===== config.mk =====
export PLATFORM = sky130hd
export DESIGN_NAME = pipeline_ctrl
export DESIGN_NICKNAME = d
export VERILOG_FILES = /design/src/rtl/pipeline_ctrl.sv
export SDC_FILE = /design/constraint.sdc
export NUM_CORES = 1
export LEC_CHECK = 0
export BUFFER_PORTS_ARGS = -buffer_cell sky130_fd_sc_hd__buf_2
export CAP_MARGIN = 20
export CORE_MARGIN = 2
export CORE_UTILIZATION = 30
export DETAILED_ROUTE_END_ITERATION = 12
export PLACE_DENSITY = 0.81
export RECOVER_POWER = 100
export SETUP_SLACK_MARGIN = 0.4
export SLEW_MARGIN = 5
export SYNTH_ARGS = -nofsm -noshare
export SYNTH_HDL_FRONTEND = slang
export SYNTH_SLANG_ARGS = --single-unit

===== constraint.sdc =====
create_clock -name sys_clk -period 1.43 [get_ports sys_clk]
set_input_delay 0.0715 -clock sys_clk [delete_from_list [all_inputs] [get_ports sys_clk]]
set_output_delay 0.0715 -clock sys_clk [all_outputs]
set_load 0.02 [all_outputs]

===== src/rtl/pipeline_ctrl.sv =====
// pipeline_ctrl: jump/flush/hold sequencing and drain-then-grant bus arbitration for the 3-stage core.
module pipeline_ctrl #(
    parameter int DRAIN_CYCLES = 2,
    parameter int RUN_MIN      = 4,
    parameter int ADDR_W       = 32
) (
    input  logic              sys_clk,
    input  logic              sys_rst,
    input  logic              jump_req,
    input  logic [ADDR_W-1:0] jump_addr,
    input  logic              mdu_busy,
    input  logic              bus_req,
    output logic              bus_gnt,
    output logic              pc_jump,
    output logic [ADDR_W-1:0] pc_jump_addr,
    output logic              pc_hold,
    output logic              if_id_flush,
    output logic              if_id_hold,
    output logic              id_ex_flush,
    output logic              id_ex_hold
);
    localparam int DW = $clog2(DRAIN_CYCLES);
    localparam int FW = $clog2(RUN_MIN + 1);

    typedef enum logic [1:0] {RUN, DRAIN, GRANT} state_t;

    state_t        state_q, state_d;
    logic [DW-1:0] drain_cnt_q, drain_cnt_d;
    logic [FW-1:0] fair_cnt_q, fair_cnt_d;
    logic          bus_gnt_q, bus_gnt_d;

    always_comb begin
        state_d      = state_q;
        drain_cnt_d  = drain_cnt_q;
        fair_cnt_d   = fair_cnt_q;
        pc_jump      = 1'b0;
        pc_jump_addr = '0;
        pc_hold      = 1'b0;
        if_id_flush  = 1'b0;
        if_id_hold   = 1'b0;
        id_ex_flush  = 1'b0;
        id_ex_hold   = 1'b0;
        if (!sys_rst) begin
            case (state_q)
                RUN: begin
                    fair_cnt_d = (fair_cnt_q != '0) ? fair_cnt_q - FW'(1) : '0;
                    if (jump_req) begin
                        pc_jump      = 1'b1;
                        pc_jump_addr = jump_addr;
                        if_id_flush  = 1'b1;
                        id_ex_flush  = 1'b1;
                    end else if (mdu_busy) begin
                        pc_hold    = 1'b1;
                        if_id_hold = 1'b1;
                        id_ex_hold = 1'b1;
                    end else if (bus_req && fair_cnt_q == '0) begin
                        state_d     = DRAIN;
                        drain_cnt_d = DW'(DRAIN_CYCLES - 1);
                    end
                end
                DRAIN: begin
                    // PC stays parked on the flushed fetch so it is refetched after the grant
                    pc_hold = 1'b1;
                    if (jump_req) begin
                        pc_jump      = 1'b1;
                        pc_jump_addr = jump_addr;
                        if_id_flush  = 1'b1;
                        id_ex_flush  = 1'b1;
                    end else if (mdu_busy) begin
                        if_id_hold = 1'b1;
                        id_ex_hold = 1'b1;
                    end else begin
                        if_id_flush = 1'b1;
                    end
                    if ((jump_req || !mdu_busy) && drain_cnt_q != '0)
                        drain_cnt_d = drain_cnt_q - DW'(1);
                    if (drain_cnt_q == '0 && !mdu_busy)
                        state_d = GRANT;
                end
                GRANT: begin
                    pc_hold     = 1'b1;
                    if_id_flush = 1'b1;
                    id_ex_flush = 1'b1;
                    if (!bus_req) begin
                        state_d    = RUN;
                        fair_cnt_d = FW'(RUN_MIN);
                    end
                end
                default: state_d = RUN;
            endcase
        end
        bus_gnt_d = (state_d == GRANT);
    end

    always_ff @(posedge sys_clk) begin
        if (sys_rst) begin
            state_q     <= RUN;
            drain_cnt_q <= '0;
            fair_cnt_q  <= '0;
            bus_gnt_q   <= 1'b0;
        end else begin
            state_q     <= state_d;
            drain_cnt_q <= drain_cnt_d;
            fair_cnt_q  <= fair_cnt_d;
            bus_gnt_q   <= bus_gnt_d;
        end
    end

    assign bus_gnt = bus_gnt_q;
endmodule

Yosys cells after proc, flatten, opt, wreduce, memory -nomap -nowiden

Cells that the tools add are included.

Register bits: 7
Input bits: 37

Add/sub/neg operators: 2
Equality and inequality tests: 8
Muxes and demuxes: 33
Bitwise logic cells: 1
Reduce and logical (&&, ||, !) cells: 14

Operators by type and width:

| cell                                                                   | count |
|---|---|
| 32-bit two-way mux                                                     | 3 |
| 1-bit two-way mux                                                      | 16 |
| 2-bit two-way mux                                                      | 6 |
| 2-bit != test (second input constant)                                  | 5 |
| 3-bit two-way mux                                                      | 2 |
| 1-bit case mux with 2 select lines                                     | 3 |
| 2-bit case mux with 3 select lines                                     | 1 |
| 3-bit case mux with 2 select lines                                     | 1 |
| 5-bit AND reduction                                                    | 1 |
| 2-bit equality test (second input constant)                            | 2 |
| 2-bit nonzero test                                                     | 2 |
| 2-bit OR reduction                                                     | 2 |
| 1-bit logical AND                                                      | 3 |
| 3-bit zero test                                                        | 1 |
| 1-bit case mux with 3 select lines                                     | 1 |
| 3-bit nonzero test                                                     | 1 |
| 3-bit by 1-bit subtractor with 3-bit output (second input constant)    | 1 |
| 2-bit by 1-bit equality test with 1-bit output (second input constant) | 1 |
| 2-bit zero test                                                        | 1 |
| 2-bit AND reduction                                                    | 1 |
| 1-bit zero test                                                        | 1 |
| 1-bit logical OR                                                       | 1 |
| 1-bit inverter                                                         | 1 |
| 1-bit subtractor (second input constant)                               | 1 |

Logic depth before layout (Yosys ltp)

Gate-level depths: netlist of the first run.

Depth in word-level cells: 8
Depth in mapped cells: 7
Gate-level depth less buffers: 6

Worst setup path before layout of the first run

No wires, ideal clock.

Path type: reg-to-output
From: register state_q[1]
To: output pc_jump_addr[22]
Arrival time: 1.523 ns
Required time: 1.359 ns
Setup slack: -0.164 ns
Cell stages (with the launch flop): 8
Path buffers: 2
Path through: dfxtp_1 > inv_1 > ha_1 > buf_2 > o21bai_1 > nor2_1 > buf_2 > and2_1

Cells in the longest elaborated chain, start to end: 4
Elaborated cells between the ends (all ways): 5
Those cells by class: eq/ne: 1; mux: 2; reduce/logical: 2

RTL lines:

| element                                                                                  | RTL line | RTL |
|---|---|---|
| from (decl)                                                                              | 27       | `state_t state_q, state_d;` |
| from (signal assigned)                                                                   | 102      | `state_q <= state_d;` |
| 2-bit by 1-bit equality test with 1-bit output / 2-bit zero test (equally long branches) | 44       | `case (state_q)` |
| 2-bit OR reduction (no source line) *                                                    | --       |  |
| 32-bit two-way mux *                                                                     | --       |  |
| 32-bit two-way mux *                                                                     | 43       | `if (!sys_rst) begin` |
| to (decl)                                                                                | 15       | `output logic [ADDR_W-1:0] pc_jump_addr,` |

Mark *: on every way between the ends. The rest lies on a longest branch, timed or not.

Final worst setup path of the first run

From: register state_q[1]
To: output pc_jump_addr[6]

Same word-level chain as after synthesis.

==> results.ini, run 1 <==
[synthesis]
synthCells=96
syn_avg_cell_area_sq_um=7.79
synthTopCellsByArea=and2_1, dfxtp_1, ha_1
synth_area_sq_um=748
synthFlopType=dfxtp_1
synth_area_leader_cell=and2_1
synth_top_area_share=0.268
synth.distinct_cells=23
synth_edf_count=0
yosysSeqAreaShare=0.187
synthArstFlopShare=0
ys_ff_latch=7
synth_common_cells=and2_1, nor2_1, a21oi_1, dfxtp_1, ha_1
yosysMostFrequentCell=and2_1
syn_nets=139
synth-warning-count=0

[floorplanning]
coreArea_sq_um=2410
die_x_microns=53.9
ioPinCount=76
row_count=18
die-area_sq_um=2910
start_util=0.310
fp.dieH_microns=53.9

[detailed_routing]
route.met3.wl_microns=376
via_count=1156
wl_per_cell_microns=18.1
dr_wl_met2_microns=2280
routed_wl_microns=4140
drc=0
vias_per_cell=5.07
first_pass_iters=4
drt_iter0_markers=7
ant_nets=0
routed.top_layer=met4
drt-met1-wl_microns=1260

[clocking]
clk_pin_slew_ps=60
clock_latency_ps=250
cts_sinks=7
htreeDepth=1
cts_buffer_depth=2
root_buffer=clkbuf_4
cts_tree=built
numCtsBuffers=3

[sta]
worst_pin_slew_ps=357
slew_violations=0
fin_skew_ps=5.48
finalHoldViolCount=0
tns_ps=-6310
slew_headroom=0.760
setup_viol=39
fmax_ghz=0.610
min_period_over_period=1.15
finalWorstSetupSlack_ps=-210
final.min_clock_period_ps=1640
rsz0062_at_grt=true

[pwr]
p_per_area_nw_per_um2=610
vdd_drop_max_mv=0.678
power.leakage_nw=0.955

[place]
dp_worst_setup_slack_ps=-56.8
place.gp.congestion=0.759
placed_cell_area_sq_um=1360
io_buffers=75
dp_hpwl_microns=2100

[finish]
finalInstanceArea_sq_um=1930
regArea_sq_um=146
antenna_cells=0
multi_input_area_sq_um=816
drive_above_1_share=0.879
area_growth_pct=157
nets=242
final_util=0.799
fillers=134

[critical_path]
critPathRequiredTime_ps=1360
ff2ff_setup_slack_ps=-100
crit_arrival_ps=1570
endpoint_kind=primary output
startpoint_type=register
criticalPathCategory=reg2out
path_max_fanout=6

[flow_run]
drv_cap=0

[run_status]
violations=negative setup slack
status=finished, violations left

[global_routing]
grt-ovfl-total=0
antenna_found_initial=0
grt_max_degree=10
grt_pass1_wl_microns=5160
grt_pass1_vias=1090
track_usage=0.252

[min_path]
hp-class=in2reg

worst max-delay path, cell delays in order, from the launching register on:
cell	delay [ps]
dfxtp_2	340
inv_4	80
ha_4	160
o21bai_4	80
nor2_4	220
buf_6	170
and2_4	150
buf_6	120
state kept, by name (all words and copies together) (netlist names):
register     cells
bus_gnt          1
drain_cnt_q      1
fair_cnt_q       3
state_q          2
cell families after synthesis:
logic type | synth area share
AND/OR/NAND/NOR | 0.440
AO/OA/AOI/OAI | 0.194
buffers and inverters | 0.0652
flip-flops | 0.187
adder cells (fa/ha/maj) | 0.100
multiplexers | 0.0134
timing repair:
item / CTS / global route
gates resized for setup: 97 / 17
hold buffers: 0 / 0
cloned: 3 / 0
buffers inserted: 13 / 3
pin swaps: 18 / 8
endpoints found under the setup margin: 45 / 45
per-layer routing:
layer  vias up  global-route usage
met2        77               0.516
met4         0               0.154
met5         -                   0
li1        519                   -
met3        22              0.0444
met1       538               0.219
final timing paths:
check / from / end / cells after the start
max: state_q[1] / pc_jump_addr[6] / 7
min: sys_rst / fair_cnt_q[2] / 3
max reg2reg: state_q[0] / fair_cnt_q[1] / 9
min reg2reg: fair_cnt_q[2] / fair_cnt_q[2] / 2
power by group:
part           switching (mW)  leakage (nW)  internal [mW]
logic                   0.351         0.881          0.410
registers              0.0172        0.0592          0.212
clock network          0.0768        0.0150          0.107
total                   0.445         0.955          0.729
layout make-up:
cell class / instances / area share
Timing Repair Buffer: 104 / 0.455
Multi-Input combinational cell: 78 / 0.424
Sequential cell: 7 / 0.0760
Tap cell: 30 / 0.0195
Clock buffer: 4 / 0.0136
Inverter: 5 / 0.0123
cell usage in the layout, fill, tap and decap left out, types with 2 or more instances in the layout:
cell,instances
buf_6,45
inv_4,2
dfxtp_2,5
and2_4,32
ha_4,4
a21oi_2,3
nor3_2,2
a21oi_1,4
clkbuf_1,2
buf_4,18
inv_1,2
buf_2,38
clkbuf_4,3
nor2_4,4
dfxtp_1,2
nand2b_4,2
nor3_4,2
buf_12,2
nor2_1,5
a2111oi_4,2
nor2b_1,3
metrics by stage:
step	hold WS, ps	total power [mW]	cells
6_report	215	1.17	228
5_1_grt	225	1.22	228
4_1_cts	206	1.08	225
3_5_place_dp	462	0.708	205
3_3_place_gp	459	0.702	205
2_1_floorplan	296	0.564	96
No activity file was read; power rests on OpenSTA's default activity.
==> run 2, diff against run 1 <==
- CTS_BUF_LIST: not set -> sky130_fd_sc_hd__clkbuf_2
==> run 2 against run 1 <==
  * The run still ends with negative setup slack left
  * Non-clock buffer count rose by 4
  * Critical path depth unchanged
  * Register-to-register slack about the same
  * Count of clock-buffer cells in the layout unchanged
  * Routed wire length decreased by 6.5%
  * Total power decreased by 2.5%
  * Global-route usage grew 0.23 points
  * Clock skew is 1.7 ps lower
  * Sequential share of layout area down 0.10 points
  * Die area stayed put
  * Critical endpoint is now pc_jump_addr[24]
==> results.ini, run 2 (synthesis gave the netlist of run 1 again) <==
[run_status]
status=finished, violations left
violations=negative setup slack

[sta]
slew_headroom=0.741  ; -0.0181
finalWorstSetupSlack_ps=-181  ; +29.2 ps
final.min_clock_period_ps=1610  ; -29.2 ps
timing.hold.ws_ps=229  ; +14.2 ps
fin_skew_ps=3.74  ; -1.74 ps
setup_viol=38  ; -2.6%
min_period_over_period=1.13  ; -0.0204
rsz0062_at_grt=true
worst_pin_slew_ps=384  ; +26.9 ps
fmax_ghz=0.621  ; +1.8%
finalHoldViolCount=0  ; unchanged
slew_violations=0  ; unchanged

[place]
dp_worst_setup_slack_ps=-56.8  ; unchanged
dp_hpwl_microns=2100  ; unchanged
place.gp.congestion=0.759  ; unchanged
io_buffers=75  ; unchanged

[clocking]
cts_buffer_depth=2  ; unchanged
root_buffer=clkbuf_2
htreeDepth=1  ; unchanged
clock_latency_ps=230  ; -20 ps
cts_sinks=7  ; unchanged
cts_tree=built
holdBufCountCts=0  ; unchanged
numCtsBuffers=3  ; unchanged
clk_pin_slew_ps=70  ; about the same

[finish]
drive_above_1_share=0.881  ; +0.00240
largest_register_ffs=3  ; unchanged
nets=246  ; +1.7%
final_common_cell=buf_6
regMostFlops=fair_cnt_q
area_growth_pct=163
top_regs=fair_cnt_q x3, state_q x2
layout_common_cells=buf_6, buf_2, and2_4
antenna_cells=0  ; unchanged
fillers=128  ; -4.5%

[detailed_routing]
routed_wl_microns=3870  ; -6.5%
wl_per_cell_microns=16.7  ; -8.1%
ant_nets=0  ; unchanged
drt_iter0_markers=2  ; -5
first_pass_iters=4  ; unchanged
drc=0  ; unchanged
vias_per_cell=4.79  ; -5.5%
via_count=1111  ; -3.9%

[critical_path]
rr_worst_depth=6  ; -3
critPathRequiredTime_ps=1360  ; about the same
ff2ff_setup_slack_ps=-110  ; about the same
critPathCapture=pc_jump_addr[24]
criticalPathCategory=reg2out
path_max_fanout=6  ; unchanged
crit_start=state_q[1]
r2r_end=bus_gnt
crit_arrival_ps=1540  ; -30 ps
worstReg2RegStart=fair_cnt_q[2]
startpoint_type=register
endpoint_kind=primary output

[global_routing]
grt-ovfl-total=0  ; unchanged
grt_max_degree=10  ; unchanged
grt_pass1_wl_microns=5180  ; +0.39%
track_usage=0.255  ; +0.00231
antenna_found_initial=0  ; unchanged
grt_pass1_vias=1080  ; -0.92%

[pwr]
power.leakage_nw=0.980  ; +2.6%
vdd_drop_max_mv=0.658  ; -3.0%
p_per_area_nw_per_um2=582  ; -4.6%

[floorplanning]
ioPinCount=76  ; unchanged
row_count=18  ; unchanged
die-area_sq_um=2910  ; unchanged
start_util=0.310  ; unchanged
coreArea_sq_um=2410  ; unchanged
fp.dieH_microns=53.9  ; unchanged
die_x_microns=53.9  ; unchanged

[min_path]
hp-class=in2reg

[flow_run]
drv_cap=0  ; unchanged

-- run 2: repair_timing --
| action | 4_1_cts | 5_1_grt |
|---|---|---|
| gates cloned | 3 | 0 |
| gates resized for setup | 102 | 13 |
| pin swaps | 19 | 7 |
| setup endpoints to repair | 45 | 45 |
| buffers inserted | 13 | 7 |
-- run 2: layout make-up --
cell class                      count  area, sq um  share of cell area
Multi-Input combinational cell     78          833               0.423
Clock buffer                        4         20.0              0.0102
Sequential cell                     7          148              0.0750
Timing Repair Buffer              108          906               0.460
Tap cell                           30         37.5              0.0191
Inverter                            5         23.8              0.0121
-- run 2: worst min-delay path by stage --
stage,startpoint,to,slack (ps),cells past startpoint
CTS,sys_rst,state_q[1],210,3
global placement,jump_addr[0],pc_jump_addr[0],460,3
finish,sys_rst,state_q[1],230,3
floorplan,jump_addr[10],pc_jump_addr[10],300,1
global route,bus_req,fair_cnt_q[2],230,4
detailed placement,jump_addr[0],pc_jump_addr[0],460,3
-- run 2: routing by layer --
layer | part of all wire | routed length, microns | vias up | global-route usage
met4 | 0.031 | 121 | 0 | 0.0983
li1 | - | - | 526 | -
met2 | 0.56 | 2190 | 56 | 0.545
met1 | 0.31 | 1200 | 517 | 0.221
met3 | 0.093 | 358 | 12 | 0.0500
met5 | 0 | 0 | - | 0
-- run 2: power by group --
group | internal (mW) | switching [mW] | leakage (nW) | total [mW]
clock network | 0.0744 | 0.0725 | 0.0166 | 0.147
logic | 0.426 | 0.345 | 0.904 | 0.770
registers | 0.211 | 0.0171 | 0.0590 | 0.228
-- run 2: through the flow --
stage / area (sq um) / power [mW] / util / instances / TNS (ps)
global placement: 1360 / 0.702 / 0.565 / 205 / -43.5
global route: 1970 / 1.21 / 0.817 / 232 / -8300
floorplan: 932 / 0.564 / - / 96 / 0
finish: 1970 / 1.15 / 0.817 / 232 / -5580
detailed placement: 1360 / 0.708 / 0.565 / 205 / -56.8
CTS: 1850 / 1.05 / 0.769 / 225 / -5520
-- run 2: critical path: stages (launching register included) --
cell and delay [ps]:
dfxtp_2 340, inv_4 80, ha_4 160, o21bai_4 80, nor2_4 220, buf_6 170, and2_4 140, buf_6 110
